## src/rtl/uart_pkg.sv

```systemverilog
// Shared constants and state encoding for the parametrised UART receiver.
// Vote-tick offsets place the three majority samples around the bit centre.
package uart_pkg;

   localparam int PARITY_NONE = 0;
   localparam int PARITY_ODD  = 1;
   localparam int PARITY_EVEN = 2;

   // Samples are taken at OSR/2-VOTE_PRE, OSR/2 and OSR/2+VOTE_POST; the vote resolves on the last one.
   localparam int VOTE_PRE  = 1;
   localparam int VOTE_POST = 1;

   typedef enum logic [2:0] {
      RX_IDLE,
      RX_START,
      RX_DATA,
      RX_PARITY,
      RX_STOP,
      RX_BREAK_WAIT
   } rx_state_e;

   function automatic logic maj3(input logic a, input logic b, input logic c);
      return (a & b) | (a & c) | (b & c);
   endfunction

endpackage

```

## src/rtl/uart_rx_sampler.sv

```systemverilog
// Two-flop synchroniser for the asynchronous serial line plus the sample history
// that feeds the 3-way majority vote.
module uart_rx_sampler
   import uart_pkg::*;
(
   input  logic i_divided_clk,
   input  logic i_rst,
   input  logic en,
   input  logic rx,
   output logic rx_sync,
   output logic vote
);

   logic [1:0] sync_ff;
   logic [VOTE_PRE+VOTE_POST-1:0] hist;

   // NOTE: flops use non-blocking assignments and an async reset; the line idles high, so reset to 1.
   always_ff @(posedge i_divided_clk or posedge i_rst) begin
      if (i_rst) begin
         sync_ff <= '1;
         hist    <= '1;
      end else begin
         sync_ff <= {sync_ff[0], rx};
         if (en) hist <= {hist[0], sync_ff[1]};
      end
   end

   assign rx_sync = sync_ff[1];

   // The two previous enabled ticks plus the current one form the three samples.
   assign vote = maj3(hist[1], hist[0], rx_sync);

endmodule

```

## src/rtl/uart_rx_param.sv

```systemverilog
// Parametrised UART receiver: majority-vote bit decisions, start-glitch rejection,
// parity/framing/overrun flags, break handling and a valid/ready output stage.
module uart_rx_param
   import uart_pkg::*;
#(
   parameter int DATA   = 8,
   parameter int PARITY = 0,
   parameter int STOP   = 1,
   parameter int OSR    = 16
) (
   input  logic            i_divided_clk,
   input  logic            i_rst,
   input  logic            i_en,
   input  logic            i_rx,
   input  logic            i_ready,
   output logic [DATA-1:0] o_data,
   output logic            o_valid,
   output logic            o_parity_err,
   output logic            o_frame_err,
   output logic            o_overrun,
   output logic            o_busy
);

   localparam int TICK_W = $clog2(OSR);
   localparam int IDX_W  = $clog2(DATA + 1);

   localparam logic [TICK_W-1:0] VOTE_TICK = TICK_W'(OSR / 2 + VOTE_POST);
   localparam logic [TICK_W-1:0] LAST_TICK = TICK_W'(OSR - 1);
   localparam logic [IDX_W-1:0]  LAST_BIT  = IDX_W'(DATA - 1);
   localparam logic              LAST_STOP = 1'(STOP - 1);
   localparam logic              ODD_FLIP  = (PARITY == PARITY_ODD);

   logic rx_sync;
   logic vote;

   uart_rx_sampler u_sampler (
      .i_divided_clk (i_divided_clk),
      .i_rst         (i_rst),
      .en            (i_en),
      .rx            (i_rx),
      .rx_sync       (rx_sync),
      .vote          (vote)
   );

   rx_state_e         state, state_d;
   logic [TICK_W-1:0] tick, tick_d;
   logic [IDX_W-1:0]  idx, idx_d;
   logic              stop_cnt, stop_d;
   logic [DATA-1:0]   shreg, shreg_d;
   logic              perr, perr_d;
   logic              ferr, ferr_d;
   logic              complete;

   always_ff @(posedge i_divided_clk or posedge i_rst) begin
      if (i_rst) begin
         state    <= RX_IDLE;
         tick     <= '0;
         idx      <= '0;
         stop_cnt <= 1'b0;
         shreg    <= '0;
         perr     <= 1'b0;
         ferr     <= 1'b0;
      end else begin
         state    <= state_d;
         tick     <= tick_d;
         idx      <= idx_d;
         stop_cnt <= stop_d;
         shreg    <= shreg_d;
         perr     <= perr_d;
         ferr     <= ferr_d;
      end
   end

   // NOTE: every signal driven here gets a default first so no latch is inferred.
   always_comb begin
      state_d  = state;
      tick_d   = tick;
      idx_d    = idx;
      stop_d   = stop_cnt;
      shreg_d  = shreg;
      perr_d   = perr;
      ferr_d   = ferr;
      complete = 1'b0;

      if (i_en) begin
         if (state != RX_IDLE && state != RX_BREAK_WAIT)
            tick_d = (tick == LAST_TICK) ? '0 : tick + TICK_W'(1);

         case (state)
            RX_IDLE: begin
               if (!rx_sync) begin
                  state_d = RX_START;
                  tick_d  = '0;
                  idx_d   = '0;
                  stop_d  = 1'b0;
                  perr_d  = 1'b0;
                  ferr_d  = 1'b0;
               end
            end
            RX_START: begin
               if (tick == VOTE_TICK && vote) state_d = RX_IDLE;
               else if (tick == LAST_TICK) state_d = RX_DATA;
            end
            RX_DATA: begin
               // LSB arrives first and ends up at bit 0 after DATA shifts.
               if (tick == VOTE_TICK) shreg_d = {vote, shreg[DATA-1:1]};
               if (tick == LAST_TICK) begin
                  if (idx == LAST_BIT) begin
                     state_d = (PARITY != PARITY_NONE) ? RX_PARITY : RX_STOP;
                     stop_d  = 1'b0;
                  end else begin
                     idx_d = idx + IDX_W'(1);
                  end
               end
            end
            RX_PARITY: begin
               if (tick == VOTE_TICK && vote != ((^shreg) ^ ODD_FLIP)) perr_d = 1'b1;
               if (tick == LAST_TICK) state_d = RX_STOP;
            end
            RX_STOP: begin
               if (tick == VOTE_TICK) begin
                  if (!vote) ferr_d = 1'b1;
                  if (stop_cnt == LAST_STOP) begin
                     complete = 1'b1;
                     state_d  = rx_sync ? RX_IDLE : RX_BREAK_WAIT;
                  end
               end else if (tick == LAST_TICK) begin
                  stop_d = 1'b1;
               end
            end
            RX_BREAK_WAIT: begin
               if (rx_sync) state_d = RX_IDLE;
            end
            default: state_d = RX_IDLE;
         endcase
      end
   end

   // Output stage runs every clock regardless of i_en.
   always_ff @(posedge i_divided_clk or posedge i_rst) begin
      if (i_rst) begin
         o_data       <= '0;
         o_valid      <= 1'b0;
         o_parity_err <= 1'b0;
         o_frame_err  <= 1'b0;
         o_overrun    <= 1'b0;
      end else begin
         o_overrun <= 1'b0;
         if (complete) begin
            if (!o_valid || i_ready) begin
               o_data       <= shreg;
               o_valid      <= 1'b1;
               o_parity_err <= perr;
               o_frame_err  <= ferr_d;
            end else begin
               o_overrun <= 1'b1;
            end
         end else if (o_valid && i_ready) begin
            o_valid <= 1'b0;
         end
      end
   end

   assign o_busy = (state != RX_IDLE);

endmodule

```

## config.mk

```make
export PLATFORM = sky130hd
export DESIGN_NAME = uart_rx_param
export DESIGN_NICKNAME = d
export VERILOG_FILES = /design/src/rtl/uart_pkg.sv /design/src/rtl/uart_rx_sampler.sv /design/src/rtl/uart_rx_param.sv
export SDC_FILE = /design/constraint.sdc
export NUM_CORES = 1
export LEC_CHECK = 0
export CELL_PAD_IN_SITES_DETAIL_PLACEMENT = 0
export CELL_PAD_IN_SITES_GLOBAL_PLACEMENT = 1
export CORE_MARGIN = 1.5
export CORE_UTILIZATION = 30
export CTS_BUF_LIST = sky130_fd_sc_hd__clkbuf_4 sky130_fd_sc_hd__clkbuf_8 sky130_fd_sc_hd__clkbuf_16
export CTS_CLUSTER_SIZE = 40
export DETAILED_ROUTE_END_ITERATION = 16
export GPL_TIMING_DRIVEN = 0
export HOLD_SLACK_MARGIN = 0.12
export PLACE_DENSITY = 0.59
export REMOVE_ABC_BUFFERS = 1
export SLEW_MARGIN = 0
export SYNTH_ARGS = -nofsm -noshare
export SYNTH_HDL_FRONTEND = slang
export SYNTH_HIERARCHICAL = 1
export SYNTH_SLANG_ARGS = --single-unit
```

## constraint.sdc

```tcl
create_clock -name i_divided_clk -period 3.77 [get_ports i_divided_clk]
set_input_delay 0.754 -clock i_divided_clk [delete_from_list [all_inputs] [get_ports i_divided_clk]]
set_output_delay 0.754 -clock i_divided_clk [all_outputs]
set_load 0.02 [all_outputs]
```

==> results.sh <==
export IMPL_swShare_pct=30.21
export IMPL_dp_hpwl_um=2679
export IMPL_grt_max_degree=35
export IMPL_numClockSinks=38
export IMPL_outcome="finished, final reports clean"
export IMPL_pwr_density_cell_mw_per_mm2=448.3
export IMPL_cts_resized=0
export IMPL_htree_num_levels=2
export IMPL_nNetsFinal=186
export IMPL_globalRouteOverflowTotal=0
export IMPL_vias_per_cell=5.154
export IMPL_timing_hold_ws_ps=358.7
export IMPL_firstDrtPassIters=4
export IMPL_initial_core_util_pct=31.56
export IMPL_period_needed_ps=2565
export IMPL_rows=28
export IMPL_drive_above_1_share_pct=23.03
export IMPL_min_path_type="flip-flop to flip-flop"
export IMPL_setup_viol=0
export IMPL_clkTransAtPathRegs_ps=80
export IMPL_hold_path_end="u_sampler/sync_ff[1]"
export IMPL_synth_edf_count=0
export IMPL_io_buffers=17
export IMPL_arrival_ps=1810
export IMPL_ioPinCount=18
export IMPL_ys_seq_area_share_pct=50.56
export IMPL_clockPowerShare_pct=26.6
export IMPL_grt_pass1_vias=1290
export IMPL_fmax_ghz=0.3899
export IMPL_maxSlewViolCount=0
export IMPL_yosysWarnings=6
export IMPL_numCtsBuffers=5
export IMPL_min_from="u_sampler/sync_ff[0]"
export IMPL_cts_root_buf="clkbuf_8"
export IMPL_synth_top_area_share_pct=45.00
export IMPL_p_int_w=0.0006878
export IMPL_worstSkewPairLatency_ps=290
export IMPL_timing_rr_start="state[1]"
export IMPL_peakVddDrop_mv=0.1567
export IMPL_ys_flop_type="dfrtp_1"
export IMPL_vias=1304
export IMPL_startpoint_type="flip-flop"
export IMPL_worst_slew_margin_rel_pct=47.26
export IMPL_p_seq_share_pct=52.0
export IMPL_leakage_nw=0.9794
export IMPL_final_area_sq_mm=0.002198
export IMPL_maxCapViolations=0
export IMPL_coreArea_sq_mm=0.005991
export IMPL_die_height_um=82.39
export IMPL_worstReg2RegEnd="shreg[4]"
export IMPL_crit_path_end_kind="output port"
export IMPL_drc_errors=0
export IMPL_ctsHoldBuffers=0
export IMPL_skew_ps=9.198
export IMPL_max_stage_delay_ps=550
export IMPL_post_cts_buffers=0
export IMPL_syn_to_final_growth_pct=16.28
export IMPL_critPathTopFamily="buffers and inverters"
export IMPL_ys_top_cells_by_count="34 x dfrtp_1, 21 x mux2_2, 8 x nor2_1"
export IMPL_grt_usage_pct=12.35
export IMPL_antenna_left=0
export IMPL_worst_pin_slew_ps=786.4
export IMPL_tns_ps=0
export IMPL_syn_area_sq_mm=0.001891
export IMPL_nFillCells=585
export IMPL_synth_seq_cells=38
export IMPL_async_reset_ff_share_pct=100.0
export IMPL_cp_max_fo=12
export IMPL_hold_path_depth=0
export IMPL_antenna_found_initial=0
export IMPL_final_util_pct=36.70
export IMPL_layout_setup_ws_ps=1205
export IMPL_cts_buffer_depth=2
export IMPL_fp_dieArea_sq_mm=0.006787
export IMPL_drt_initial_drc_count=47
export IMPL_slowest_stage="clkdlybuf4s50_1"
export IMPL_yosys_area_top_type="dfrtp_1"
export IMPL_synthCells=161
export IMPL_grt_pass1_wl_um=6189
export IMPL_ys_types=50
export IMPL_final_hold_viol_count=0
export IMPL_crit_buf_inv=1
export IMPL_postPlaceCellArea_sq_mm=0.002120
export IMPL_rsz0062_at_grt="false"
export IMPL_yosys_cell_count_top_type="dfrtp_1"
export IMPL_die_x_um=82.39
export IMPL_path_class="flip-flop to output port"
export IMPL_critical_path_cell_chain="nor2_1, nand2_1, clkdlybuf4s50_1"
export IMPL_place_gp_congestion=0.8115
export IMPL_pre_cts_slack_ps=995.1
export IMPL_power_frac_comb_pct=21.4
export IMPL_drt_wl_total_um=3707
export IMPL_r2r_slack_ps=1560
export IMPL_syn_area_per_cell_sq_um=11.74
export IMPL_power_switching_w=0.0002977
export IMPL_cts_tree="done"
export IMPL_worstPathRequired_ps=3020
export IMPL_synth_area_leaders="dfrtp_1 45%, mux2_2 13%, dfstp_2 5.6%"
export IMPL_n_antenna_cell=0
export IMPL_min_period_over_period_pct=68.04
export IMPL_routedWlPerCell_um=14.65
export IMPL_r2r_cells=3
-- power groups by stage --
stage          combinational, W  sequential [W]  clock (W)
6_report               0.000211        0.000512   0.000262
5_1_grt                0.000239        0.000518   0.000292
4_1_cts                0.000215        0.000512   0.000272
3_5_place_dp           0.000214        0.000520          0
3_3_place_gp           0.000202        0.000513          0
2_1_floorplan          0.000172        0.000503          0
-- how the worst max path moves through the flow --
stage	from	endpoint	slack [ps]	depth (start not counted)
2_1_floorplan	i_en	o_data[0]	1880	3
3_3_place_gp	i_en	o_data[7]	1060	4
3_5_place_dp	i_en	o_data[2]	1000	4
4_1_cts	state[2]	o_busy	1210	3
5_1_grt	state[2]	o_busy	1120	3
6_report	state[2]	o_busy	1210	3
-- layout by cell type (no fill, tap or decap), types with 2 or more instances in the layout --
master	netlist	final
mux2_2	21	21
o2bb2ai_1	3	3
clkbuf_8	0	5
dfrtp_1	34	34
a21boi_0	2	2
o21a_1	2	2
o211ai_1	2	2
nand3_1	5	5
nand4_1	2	2
inv_1	7	6
nor3b_1	2	2
dfstp_2	4	4
nand3b_1	2	2
nand2b_1	3	3
clkdlybuf4s50_1	0	17
xnor2_1	4	4
o21ai_0	5	5
o31ai_1	2	2
a31o_2	2	2
a31oi_1	2	2
nand2_1	7	7
nor2_1	8	8
xor2_1	3	3
clkinv_2	0	2
a21oi_1	4	4
ha_1	3	3
mux2i_1	2	2
-- worst reg2reg max path, cell delays in order (launching register included) --
cell     delay [ps]
dfrtp_1         560
nor3b_1         670
and2_1          470
mux2_2          390
-- cells by family (layout without fill, tap and decap cells) --
family	count (synthesis)	in the layout	share of synthesized area [%]
simple gates	41	41	13.04
buf+inv	14	31	3.243
fa+ha+maj	4	4	2.581
flops	38	38	50.56
xor+xnor	8	8	4.434
mux	23	23	13.57
compound gates	33	33	12.57
-- registers in the layout, summed over array words and instances (netlist names) --
| signal | cells |
|---|---|
| ferr | 1 |
| idx | 4 |
| o_data | 8 |
| o_frame_err | 1 |
| o_overrun | 1 |
| o_parity_err | 1 |
| o_valid | 1 |
| perr | 1 |
| shreg | 8 |
| state | 3 |
| stop_cnt | 1 |
| tick | 4 |
| u_sampler/hist | 2 |
| u_sampler/sync_ff | 2 |
-- cell type report --
cell class	instances	area, sq um	share of cell area [%]
clock buffers	5	68.82	3.130
clock inverters	2	10.01	0.4553
inverters	7	26.28	1.195
multi-input cells	109	873.3	39.73
flip-flops and latches	38	955.9	43.48
well taps	75	93.84	4.269
repair buffers	17	170.2	7.740
-- through the flow --
| stage | instances | power [W] |
|---|---|---|
| floorplan | 154 | 0.0006752 |
| global placement | 246 | 0.0007154 |
| detailed placement | 246 | 0.0007333 |
| CTS | 253 | 0.0009986 |
| global route | 253 | 0.001049 |
| finish | 253 | 0.0009855 |
-- routing by layer --
metal	up-vias	routed length, um	global-route usage (%)
met1	654	1612	14.40
met4	0	44	5.085
met2	24	1927	20.98
li1	621	-	-
met3	5	124	3.736
met5	-	0	0
(Power assumes the default switching activity.)
